--- config.mk ---
export PLATFORM = sky130hd
export DESIGN_NAME = dp_exec_unit
export DESIGN_NICKNAME = d
export VERILOG_FILES = /design/src/rtl/dp_exec_unit.sv
export SDC_FILE = /design/constraint.sdc
export NUM_CORES = 1
export LEC_CHECK = 0
export ABC_AREA = 1
export CAP_MARGIN = 25
export CORE_ASPECT_RATIO = 1.25
export CORE_UTILIZATION = 35
export CTS_CLUSTER_DIAMETER = 120
export CTS_CLUSTER_SIZE = 24
export DETAILED_ROUTE_END_ITERATION = 16
export GPL_TIMING_DRIVEN = 0
export PLACE_DENSITY = 0.52
export SLEW_MARGIN = 0
export SYNTH_ARGS = -nofsm -noshare
export SYNTH_HDL_FRONTEND = slang
export SYNTH_SLANG_ARGS = --single-unit
export TNS_END_PERCENT = 10
--- constraint.sdc ---
create_clock -name clk -period 3.08 [get_ports clk]
set_input_delay 0.616 -clock clk [delete_from_list [all_inputs] [get_ports clk]]
set_output_delay 0.616 -clock clk [all_outputs]
set_load 0.03 [all_outputs]
--- src/rtl/dp_exec_unit.sv ---
// dp_exec_unit: single-issue ARM-style data-processing execution unit.
// Runs one op per cycle with registered result and flags. Conditional
// execution is checked against the current NZCV. An optional iterative
// shift-add multiplier takes WIDTH cycles per MUL and blocks new requests
// while it runs.
//
// Ports:
//   clk, reset            rising-edge clock, synchronous active-high reset
//   in_valid / in_ready   request handshake; accept = in_valid & in_ready
//   ALUOp                 1 = data-processing op, 0 = plain address add a+b
//   cmd, S, is_mul        DP command, set-flags bit, MUL request (overrides cmd)
//   cond                  ARM condition field, evaluated at accept
//   a, b                  WIDTH-bit operands
//   result, nzcv          registered result and flags {N,Z,C,V}
//   out_valid, cond_ex    one-cycle completion pulse; cond_ex=0 when squashed
module dp_exec_unit #(
   parameter int unsigned WIDTH  = 32,
   parameter bit          MUL_EN = 1'b1
) (
   input  logic             clk,
   input  logic             reset,
   input  logic             in_valid,
   output logic             in_ready,
   input  logic             ALUOp,
   input  logic [3:0]       cmd,
   input  logic             S,
   input  logic             is_mul,
   input  logic [3:0]       cond,
   input  logic [WIDTH-1:0] a,
   input  logic [WIDTH-1:0] b,
   output logic [WIDTH-1:0] result,
   output logic             out_valid,
   output logic             cond_ex,
   output logic [3:0]       nzcv
);
   localparam int unsigned CW = (WIDTH > 1) ? $clog2(WIDTH) : 1;

   localparam logic [3:0] CMD_AND = 4'b0000;
   localparam logic [3:0] CMD_EOR = 4'b0001;
   localparam logic [3:0] CMD_SUB = 4'b0010;
   localparam logic [3:0] CMD_ADD = 4'b0100;
   localparam logic [3:0] CMD_TST = 4'b1000;
   localparam logic [3:0] CMD_CMP = 4'b1010;
   localparam logic [3:0] CMD_ORR = 4'b1100;
   localparam logic [3:0] CMD_MOV = 4'b1101;

   typedef enum logic {IDLE, MUL} state_t;
   state_t state, state_next;

   logic             accept, pass, mul_go, mul_last;
   logic [WIDTH:0]   sum, diff;
   logic [WIDTH-1:0] prod, op_val, next_result;
   logic             op_c, op_v, wr_res, wr_nz, wr_cv;
   logic [3:0]       next_nzcv;
   logic [WIDTH-1:0] mcand, mplier, acc, acc_next;
   logic [CW-1:0]    count;
   logic             mul_s;

   assign in_ready = (state == IDLE);
   assign accept   = in_valid & in_ready;
   assign mul_go   = accept & pass & ALUOp & is_mul & MUL_EN;
   assign mul_last = (state == MUL) && (count == CW'(WIDTH - 1));
   assign acc_next = acc + (mplier[0] ? mcand : '0);

   // Condition check against the flags currently held in the register.
   always_comb begin
      pass = 1'b0;
      case (cond)
         4'b0000: pass = nzcv[2];
         4'b0001: pass = !nzcv[2];
         4'b0010: pass = nzcv[1];
         4'b0011: pass = !nzcv[1];
         4'b0100: pass = nzcv[3];
         4'b0101: pass = !nzcv[3];
         4'b0110: pass = nzcv[0];
         4'b0111: pass = !nzcv[0];
         4'b1000: pass = nzcv[1] && !nzcv[2];
         4'b1001: pass = !nzcv[1] || nzcv[2];
         4'b1010: pass = (nzcv[3] == nzcv[0]);
         4'b1011: pass = (nzcv[3] != nzcv[0]);
         4'b1100: pass = !nzcv[2] && (nzcv[3] == nzcv[0]);
         4'b1101: pass = nzcv[2] || (nzcv[3] != nzcv[0]);
         4'b1110: pass = 1'b1;
         default: pass = 1'b0;
      endcase
   end

   // Single-cycle datapath; SUB/CMP carry is the inverted borrow from a + ~b + 1.
   always_comb begin
      op_val = '0;
      op_c   = 1'b0;
      op_v   = 1'b0;
      wr_res = 1'b0;
      wr_nz  = 1'b0;
      wr_cv  = 1'b0;
      sum    = {1'b0, a} + {1'b0, b};
      diff   = {1'b0, a} + {1'b0, ~b} + {{WIDTH{1'b0}}, 1'b1};
      prod   = MUL_EN ? '0 : WIDTH'(a * b);
      if (!ALUOp) begin
         op_val = sum[WIDTH-1:0];
         wr_res = 1'b1;
      end else if (is_mul) begin
         op_val = prod;
         wr_res = 1'b1;
         wr_nz  = S;
      end else begin
         case (cmd)
            CMD_AND: begin op_val = a & b; wr_res = 1'b1; wr_nz = S; end
            CMD_EOR: begin op_val = a ^ b; wr_res = 1'b1; wr_nz = S; end
            CMD_ORR: begin op_val = a | b; wr_res = 1'b1; wr_nz = S; end
            CMD_MOV: begin op_val = b;     wr_res = 1'b1; wr_nz = S; end
            CMD_TST: begin op_val = a & b; wr_nz = 1'b1; end
            CMD_ADD: begin
               op_val = sum[WIDTH-1:0];
               op_c   = sum[WIDTH];
               op_v   = (a[WIDTH-1] == b[WIDTH-1]) && (op_val[WIDTH-1] != a[WIDTH-1]);
               wr_res = 1'b1;
               wr_nz  = S;
               wr_cv  = S;
            end
            CMD_SUB, CMD_CMP: begin
               op_val = diff[WIDTH-1:0];
               op_c   = diff[WIDTH];
               op_v   = (a[WIDTH-1] != b[WIDTH-1]) && (op_val[WIDTH-1] != a[WIDTH-1]);
               wr_res = (cmd == CMD_SUB);
               wr_nz  = S || (cmd == CMD_CMP);
               wr_cv  = S || (cmd == CMD_CMP);
            end
            default: ;
         endcase
      end
      next_result = wr_res ? op_val : result;
      next_nzcv   = {wr_nz ? {op_val[WIDTH-1], (op_val == '0)} : nzcv[3:2],
                     wr_cv ? {op_c, op_v} : nzcv[1:0]};
   end

   always_comb begin
      state_next = state;
      case (state)
         IDLE: if (mul_go)   state_next = MUL;
         MUL:  if (mul_last) state_next = IDLE;
         default:            state_next = IDLE;
      endcase
   end

   always_ff @(posedge clk) begin
      if (reset) state <= IDLE;
      else       state <= state_next;
   end

   always_ff @(posedge clk) begin
      if (reset) begin
         result    <= '0;
         nzcv      <= '0;
         out_valid <= 1'b0;
         cond_ex   <= 1'b0;
         mcand     <= '0;
         mplier    <= '0;
         acc       <= '0;
         count     <= '0;
         mul_s     <= 1'b0;
      end else begin
         out_valid <= 1'b0;
         if (state == MUL) begin
            acc    <= acc_next;
            mcand  <= mcand << 1;
            mplier <= mplier >> 1;
            count  <= count + CW'(1);
            if (mul_last) begin
               result    <= acc_next;
               out_valid <= 1'b1;
               cond_ex   <= 1'b1;
               if (mul_s) nzcv[3:2] <= {acc_next[WIDTH-1], (acc_next == '0)};
            end
         end else if (accept) begin
            if (mul_go) begin
               mcand  <= a;
               mplier <= b;
               acc    <= '0;
               count  <= '0;
               mul_s  <= S;
            end else begin
               out_valid <= 1'b1;
               cond_ex   <= pass;
               if (pass) begin
                  result <= next_result;
                  nzcv   <= next_nzcv;
               end
            end
         end
      end
   end

endmodule

## After elaboration in Yosys (flattened, before gate mapping)

Cells that the tools add are included.

| operators by class | value |
|---|---|
| add/subtract/negate cells | 5 |
| multipliers | 0 |
| divide/modulo/power cells | 0 |
| $lt $le $gt $ge | 0 |
| equality and inequality tests | 31 |
| shifts and indexed selects | 0 |
| muxes and demuxes | 57 |
| bitwise gates (word level) | 10 |
| reductions and logical operators | 32 |

Operator list:

| operator | number |
|---|---|
| two-way mux 32 bit | 15 |
| case mux 32 bit (6 select lines) | 1 |
| two-way mux 31 bit | 3 |
| adder 32 x 32 -> 33 bit | 2 |
| logical NOT 32 bit | 2 |
| equality test 4 bit, second input constant | 11 |
| adder 33 x 1 -> 33 bit, second input constant | 1 |
| adder 32 bit | 1 |
| AND 32 bit | 1 |
| inverter 32 bit | 1 |
| OR 32 bit | 1 |
| XOR 32 bit | 1 |
| equality test 4 x 3 -> 1 bit, second input constant | 5 |
| two-way mux 1 bit | 20 |
| two-way mux 5 bit | 3 |
| case mux 1 bit (15 select lines) | 1 |
| equality test 4 x 2 -> 1 bit, second input constant | 3 |
| two-way mux 4 bit | 3 |
| two-way mux 2 bit | 5 |
| case mux 1 bit (2 select lines) | 5 |
| AND reduction 5 bit | 2 |
| nonzero test 2 bit | 5 |
| equality test 4 x 1 -> 1 bit, second input constant | 2 |
| logical NOT 4 bit | 2 |
| 17 further kinds | 39 |

| storage, ports and cells | value |
|---|---|
| flip-flop bits (word level) | 141 |
| bits in latches | 0 |
| memory bits (writable) | 0 |
| memory bits (read-only) | 0 |
| bits of input ports | 78 |
| output and inout port bits | 39 |
| word-level logic and storage cells | 148 |
| memories kept | 0 |

## Longest topological paths before layout

Gate-level depths: netlist of run 1.

| depth | value |
|---|---|
| word-level depth | 13 |
| mapped depth | 25 |
| mapped depth without buffers | 25 |

## Worst setup path before layout of run 1

OpenSTA, ideal clock, no wires.

| timing path | value |
|---|---|
| kind | input -> register |
| start point | in a[0] |
| end point | reg nzcv[2] |
| library setup time | 0.056 ns |
| data arrival time | 2.581 ns |
| required time | 3.024 ns |
| path slack | 0.443 ns |
| cell stages on the path | 17 |
| buffers on the path | 0 |
| cells stage by stage | ha_1 -> fa_1 -> nand3_1 -> nand2_1 -> nand3_1 -> nand3_1 -> nand3b_1 -> nand3_1 -> nand3_1 -> nand2_1 -> a21oi_1 -> nand2_1 -> nor3_1 -> nand2_1 -> nand3_1 -> nand2_1 -> inv_1 |

| on the way | value |
|---|---|
| cells in the longest elaborated chain, start to end | 11 |
| elaborated cells between the ends (all ways) | 15 |
| those cells by class | add/sub: 3; mux: 8; bitwise: 3; reduce/logical: 1 |

Ends and longest elaborated chain:

| what | RTL line | RTL |
|---|---|---|
| start: declaration | 29 | `input logic [WIDTH-1:0] a,` |
| adder 32 x 32 -> 33 bit | 97 | `diff = {1'b0, a} + {1'b0, ~b} + {{WIDTH{1'b0}}, 1'b1};` |
| adder 33 x 1 -> 33 bit | 97 |  |
| case mux 32 bit (6 select lines) | 107 | `case (cmd)` |
| two-way mux 32 bit | 102 | `end else if (is_mul) begin` |
| two-way mux 32 bit (*) | 99 | `if (!ALUOp) begin` |
| logical NOT 32 bit (*) | 133 | `next_nzcv = {wr_nz ? {op_val[WIDTH-1], (op_val == '0)} : nzcv[3:2],` |
| two-way mux 2 bit (*) | 133 |  |
| two-way mux 4 bit (*) | 185 | `if (pass) begin` |
| two-way mux 4 bit (*) | 176 | `if (mul_go) begin` |
| two-way mux 4 bit (*) | 175 | `end else if (accept) begin` |
| two-way mux 2 bit (*) | 164 | `if (state == MUL) begin` |
| end signal: assignment | 173 | `if (mul_s) nzcv[3:2] <= {acc_next[WIDTH-1], (acc_next == '0)};` |
| end signal: assignment | 187 | `nzcv <= next_nzcv;` |
| end: declaration | 34 | `output logic [3:0] nzcv` |

Mark *: on every way between the ends. The rest lies on a longest branch, timed or not. The select of a mux whose other input is x is not followed.
A chain may end at the register's enable or synchronous reset.

## Worst setup path in the final report of run 1

| timing path | value |
|---|---|
| start point | in cmd[2] |
| end point | reg nzcv[2] |

| on the way | value |
|---|---|
| cells in the longest elaborated chain, start to end | 11 |
| elaborated cells between the ends (all ways) | 26 |
| those cells by class | eq/ne: 7; mux: 11; reduce/logical: 8 |

Ends and longest elaborated chain:

| what | RTL line | RTL |
|---|---|---|
| start: declaration | 25 | `input logic [3:0] cmd,` |
| equality test 4 x 2 -> 1 bit (tied with other cells) | 107 |  |
| OR reduction 2 bit (on tied branches) | -- |  |
| case mux 32 bit (6 select lines) | 107 |  |
| two-way mux 32 bit | 102 |  |
| two-way mux 32 bit | 99 |  |
| logical NOT 32 bit | 133 |  |
| two-way mux 2 bit | 133 |  |
| two-way mux 4 bit | 185 |  |
| two-way mux 4 bit | 176 |  |
| two-way mux 4 bit | 175 |  |
| two-way mux 2 bit | 164 |  |

Parallel ways exist; a longest one is shown, timed or not. The select of a mux whose other input is x is not followed.

==> results.tsv, run 1 <==
metric	value	unit
diode count	0	
1st-iter DRT viols	1147	
DR WL/cell	22.0	um
adder-cell share of the synthesized area	11.4	%
yosys warns	0	
Sw Pwr	2.77	mW
Num Clock Sinks	141	
CP Capture Type	flop	
Starting Density	35.5	%
Post-Syn Instances	2502	
CP Class	in2reg	
via count	17800	
slowest cell on the critical path	clkdlybuf4s50_1	
Mean Syn Cell Area	5.86	um^2
DP HPWL	58.1	mm
setup slack at placement	-1.33	ns
Crit path depth	19	
CP max stage delay	0.54	ns
R2R Setup Slk	-0.10	ns
total grt overflow	0	
combined area of the multi-input logic cells	11800	um^2
Post-Synth XOR/XNOR Area	1.43	%
crit-path max FO	10	
nets	2920	
commonest cells after routing, fill and taps aside	559 x nand2_1, 247 x inv_1, 246 x nor2_1	
unrepaired setup endpoints after global routing	true	
layout cell share with drive strength beyond 1	22.1	%
initial antenna violation count	0	
FF+latch count, synth	141	
Async S/R FF share, synth	0	%
Fillers	4469	
CP startpoint	cmd[2]	
Synth top area share	19.3	%
worst setup path end	nzcv[2]	
internal power	4.08	mW
Max clock buf depth	2	
Root Driver	clkbuf_16	
Post-CTS Hold Fix Bufs	0	
DP Area	16500	um^2
Util after Layout	47.8	%
Syn Nets	2712	
Pwr Total	6.86	mW
H-tree depth	4	
Synth Area in Simple Gates	34.8	%
Worst Max-Slew Pin Slew	0.932	ns
sequential share of power	29.0	%
violated checks	setup timing	
die height	231	um
largest net degree at the start of global routing	17	
worst reg2reg path depth	18	
Final WS setup	-0.105	ns
I/O Pins	117	
full die area	42700	um^2
sw frac	40.4	%
first-pass GRT wire length	104	mm
Buf+Inv Stages, Crit Path	4	
drt drc	0	
clk slew on worst S/H paths	0.07	ns
Reg area	2830	um^2
gr usage total	33.2	%
router iterations before antenna repair	7	
CTS tree	built	
CP most frequent cell	nand2_1	
mux contribution to synthesized area	0	%
reg2reg start	mplier[0]	
Logic pwr share	38.7	%
Final Instance Area	19700	um^2
Slew Limit Fails	0	
Vias/cell	5.42	
Top FF cell, synth	dfxtp_1	
Routed Antenna Nets	0	
final setup vio count	1	
worst hold stages	2	
sequential element share of the synthesized area	19.3	%
main combinational cell family by area after synthesis	simple AND/OR/NAND/NOR gates	
Synth area leaders	dfxtp_1 19%, nand2_1 16%, ha_1 11%, inv_1 8.2%, nor2_1 8.1%	
Post-synth EDFFs	0	
Placer Congestion	0.994	
Clock Latency Late Sink	0.46	ns
PwrDens	348	nW/um^2
worst hold-check path type	reg2reg	
CP Cell Sequence	clkdlybuf4s50_1 > nand2_1 > inv_1 > nand2_2 > buf_6 > nor2_1 > nor3_1 > nand3_1 > nand2_1 > nand3_1 > nor2_1 > nand4_1 > nor2_1 > nand3_2 > nor2_2 > nand2_1 > nand3_2 > nand2_1 > inv_1	
Pleak	9.33	nW
area grow syn2layout	34.5	%
final hold slack	0.468	ns
RR Endpoint	nzcv[2]	
Max Fclk	0.314	GHz
Post-Route Skew	0.0156	ns
Final Hold Fails	0	
Data arrival, critical path	3.60	ns
Chip Width	185	um
Distinct cells, synth	49	
Compound-Gate Fraction of Synth Area	20.9	%
Core Box Area	41200	um^2
final WL	71.9	mm
fin crit share	103	%
Max VDD drop	0.276	mV
Worst slew margin	37.9	%
total CTS buffers	17	
Cell Rows	83	
area leader, netlist	dfxtp_1	
commonest non-fill, non-tap cell in the layout	nand2_1	
CP top delay family	simple AND/OR/NAND/NOR gates	
Max Cap Viol	0	
part of the power in the clock network	32.3	%
Netlist Area Pre-Place	14700	um^2
post-layout min period	3.19	ns
run status	complete, but fails checks	
Required @ worst endpoint	3.49	ns
IO buf count	115	
vias in the first global route	17500	
CP Launch Type	input pin	
==> registers in the layout, indices dropped and copies added, names as in the netlist <==
signal and cells:
result 32, mul_s 1, cond_ex 1, out_valid 1, state 1, acc 32
mplier 32, count 5, nzcv 4, mcand 32
==> cell type report <==
type	count	share of cell area, %
plain buffers	104	3.60
repair buffers	190	9.32
flip-flops and latches	141	14.3
inverters	333	6.56
clock buffers	18	2.23
multi-input cells	1923	59.7
clock inverters	13	0.787
well taps	552	3.50
==> metal layers <==
layer,track usage (%),share of wire (%),up-vias,routed length (um)
met5,0,0,-,0
met4,18.7,5.6,0,4050
met3,3.42,5.4,166,3850
met2,58.1,49,600,35300
met1,39.1,40,8366,28800
li1,-,-,8627,-
==> power groups by stage <==
stage	Clock (mW)	Sequential [mW]	Combinational [mW]
after CTS	2.24	1.98	2.23
final	2.22	1.99	2.66
after detailed placement	0	2.02	2.11
after global routing	2.32	2.00	2.85
after global placement	0	2.02	2.10
after floorplan	0	2.10	1.18
==> synth_stat cells, types with 14 or more instances <==
library cell and instances:
nand3_1 173, a221oi_1 31, nand4_1 32, dfxtp_1 141, a211oi_1 23, or2_2 14, o211ai_1 15, a21oi_1 212
a31oi_1 19, ha_1 129, inv_1 322, nand2_1 632, o22ai_1 15, nor2_1 316, nor3_1 19, clkbuf_1 44
buf_2 43, o21ai_0 181
==> logic make-up (layout without fill, tap and decap cells) <==
kind of cell,Yosys count,count (layout)
AND/OR/NAND/NOR,1225,1225
XOR/XNOR,24,24
AO/OA/AOI/OAI,542,542
flip-flops,141,141
adder cells (fa/ha/maj),132,132
buffers and inverters,438,658
==> worst min-delay path by stage <==
stage	to	start
floorplan	mplier[31]	mplier[31]
global placement	mplier[31]	mplier[31]
detailed placement	mplier[31]	mplier[31]
CTS	mplier[31]	mplier[31]
global route	mul_s	mul_s
finish	mul_s	mul_s
==> per-stage QoR <==
stage	std cells	setup TNS [ns]
floorplan	2502	0
detailed placement	3170	-31.19
global placement	3169	-28.57
finish	3274	-0.105
CTS	3219	-0.488
global route	3274	-0.252
==> worst reg2reg max path: cells and delay by family, from the launching register on <==
family                   cells  cell delay, ns
AND/OR/NAND/NOR             14            2.00
adder cells (fa/ha/maj)      2            0.60
flip-flops                   1            0.45
buffers and inverters        2            0.12
==> timing repair <==
item	CTS	global route
resized for setup	150	478
pin swaps	21	91
buffers inserted	19	49
endpoints found under the setup margin	41	31
cloned	0	6
Note: power is estimated with default switching activity, not from simulation.
==> run 2: changes to the inputs <==
- CORE_MARGIN: not set -> 3
==> run 2 against run 1 <==
  * The flow now finishes without violations
  * Critical endpoint unchanged
  * Hold slack got worse by 0.0034 ns
  * Core utilization is 0.93 points higher
  * Final cell count grew 0.92%
  * Count of clock-buffer cells in the layout unchanged
==> results.tsv, run 2 (synthesis results as in run 1) <==
metric	value	unit	change
final setup vio count	0		was 1
CP Launch Type	flop		was input pin
Hold Path Origin	result[6]		was mul_s
Buf+Inv Stages, Crit Path	2		was 4
Starting Density	35.5	%	unchanged
CP Class	reg2reg		was in2reg
Core Box Area	41200	um^2	unchanged
CP top delay family	simple AND/OR/NAND/NOR gates		unchanged
final WL	73.4	mm	was 71.9 mm
fin crit share	99.1	%	was 103%
PwrDens	348	nW/um^2	about the same
total CTS buffers	17		unchanged
worst reg2reg path depth	18		unchanged
Final Instance Area	20100	um^2	was 19,700 um^2
post-layout min period	3.05	ns	was 3.19 ns
vias in the first global route	17700		was 17,500
Util after Layout	48.7	%	was 47.8%
CP max stage delay	0.45	ns	was 0.54 ns
CTS tree	built		unchanged
commonest non-fill, non-tap cell in the layout	nand2_1		unchanged
Final Hold Fails	0		unchanged
Crit path depth	18		was 19
Max Cap Viol	0		unchanged
R2R Setup Slk	0.03	ns	was -0.10 ns
drt drc	0		unchanged
DP Area	16500	um^2	unchanged
Clock Latency Late Sink	0.46	ns	about the same
first-pass GRT wire length	106	mm	was 104 mm
Fillers	4445		was 4,469
CP Cell Sequence	nand2_2 > inv_2 > ha_4 > fa_2 > or2_4 > nor3_2 > nand2_1 > nor2_1 > nand2_1 > nor2_2 > nand4_1 > nor2_2 > nand4_1 > nor2_1 > nand4_1 > nand3_2 > nand2_1 > inv_1		was clkdlybuf4s50_1 > nand2_1 > inv_1 > nand2_2 > buf_6 > nor2_1 > nor3_1 > nand3_1 > nand2_1 > nand3_1 > nor2_1 > nand4_1 > nor2_1 > nand3_2 > nor2_2 > nand2_1 > nand3_2 > nand2_1 > inv_1
diode count	0		unchanged
worst hold-check path type	reg2reg		unchanged
Max VDD drop	0.344	mV	was 0.276 mV
largest net degree at the start of global routing	17		unchanged
DP HPWL	59.0	mm	was 58.1 mm
Routed Antenna Nets	0		unchanged
CP Capture Type	flop		unchanged
Worst slew margin	33.8	%	was 37.9%
Required @ worst endpoint	3.48	ns	was 3.49 ns
commonest cells after routing, fill and taps aside	542 x nand2_1, 245 x nor2_1, 235 x inv_1		was 559 x nand2_1, 247 x inv_1, 246 x nor2_1
Max clock buf depth	2		unchanged
Worst Max-Slew Pin Slew	0.994	ns	was 0.932 ns
layout cell share with drive strength beyond 1	24.9	%	was 22.1%
die height	235	um	was 231 um
hold worst-path end	result[6]		was mul_s
crit-path max FO	7		was 10
Max Fclk	0.328	GHz	was 0.314 GHz
total grt overflow	0		unchanged
clk slew on worst S/H paths	0.07	ns	about the same
Root Driver	clkbuf_16		unchanged
Slew Limit Fails	0		unchanged
gr usage total	31.5	%	was 33.2%
Data arrival, critical path	3.45	ns	was 3.60 ns
IO buf count	115		unchanged
via count	18100		was 17,800
Num Clock Sinks	141		unchanged
reg2reg start	mplier[0]		unchanged
slowest cell on the critical path	dfxtp_4		was clkdlybuf4s50_1
Pleak	9.43	nW	was 9.33 nW
unrepaired setup endpoints after global routing	true		unchanged
router iterations before antenna repair	5		was 7
DR WL/cell	22.2	um	was 22.0 um
Setup Total Neg Slack	0	ns	was -0.105 ns
Chip Width	189	um	was 185 um
run status	finished, final reports clean		was complete, but fails checks
RR Endpoint	nzcv[2]		unchanged
Cell Rows	83		unchanged
Placer Congestion	0.986		was 0.994
worst hold stages	2		unchanged
I/O Pins	117		unchanged
Pwr Total	7.00	mW	was 6.86 mW
full die area	44400	um^2	was 42,700 um^2
nets	2949		was 2,920
initial antenna violation count	0		unchanged
Post-Route Skew	0.0148	ns	was 0.0156 ns
H-tree depth	4		unchanged
Vias/cell	5.47		was 5.42
1st-iter DRT viols	1448		was 1,147
area grow syn2layout	37.1	%	was 34.5%
[run 2: worst register-to-register path, cell delays in order (launching register included)]
cell	delay, ns
dfxtp_4	0.45
nand2_2	0.08
inv_2	0.07
ha_4	0.14
fa_2	0.44
or2_4	0.24
nor3_2	0.11
nand2_1	0.07
nor2_1	0.10
nand2_1	0.07
nor2_2	0.13
nand4_1	0.21
nor2_2	0.17
nand4_1	0.11
nor2_1	0.11
nand4_1	0.20
nand3_2	0.20
nand2_1	0.07
inv_1	0.05
[run 2: final cells by class]
| class | count | area, um^2 | share of cell area [%] |
|---|---|---|---|
| multi-input cells | 1923 | 11900 | 59.3 |
| flip-flops and latches | 141 | 2830 | 14.1 |
| repair buffers | 219 | 1970 | 9.83 |
| inverters | 333 | 1310 | 6.51 |
| plain buffers | 104 | 763 | 3.80 |
| well taps | 552 | 691 | 3.44 |
| clock buffers | 18 | 429 | 2.14 |
| clock inverters | 14 | 183 | 0.909 |
[run 2: power breakdown]
group / total [mW] / switching (mW) / internal (mW) / leakage [nW]
Combinational: 2.75 / 1.77 / 0.982 / 7.99
Sequential: 1.99 / 0.0708 / 1.92 / 1.15
Clock: 2.25 / 0.962 / 1.29 / 0.294
[run 2: worst max path at each step]
stage                     slack (ns)       to  startpoint
after floorplan                 0.44  nzcv[2]        a[0]
after global placement         -1.31  nzcv[2]       a[11]
after detailed placement       -1.32  nzcv[2]       a[11]
after CTS                      -0.03  nzcv[2]       b[10]
after global routing           -0.13  nzcv[2]       b[27]
final                           0.03  nzcv[2]   mplier[0]
[run 2: what timing repair did]
item / in CTS / in global routing
cloned: 1 / 3
endpoints found under the setup margin: 41 / 20
setup buffers: 47 / 52
pin swaps: 53 / 103
resized for setup: 337 / 390
hold buffers: 0 / 0
[run 2: layer usage]
metal / global-route usage, % / vias to the layer above / wire, um / share of wire [%]
li1: - / 8673 / - / -
met1: 38.0 / 8677 / 30100 / 41
met2: 56.6 / 579 / 36600 / 50
met3: 2.76 / 142 / 3110 / 4.2
met4: 13.6 / 0 / 3540 / 4.8
met5: 0 / - / 0 / 0
[run 2: stage by stage]
step           worst slack (ns)  hold WS (ns)  std cells
2_1_floorplan             0.443         0.429       2502
3_3_place_gp              -1.31         0.445       3169
3_5_place_dp              -1.32         0.452       3170
4_1_cts                 -0.0320         0.467       3249
5_1_grt                  -0.132         0.485       3304
6_report                 0.0280         0.465       3304
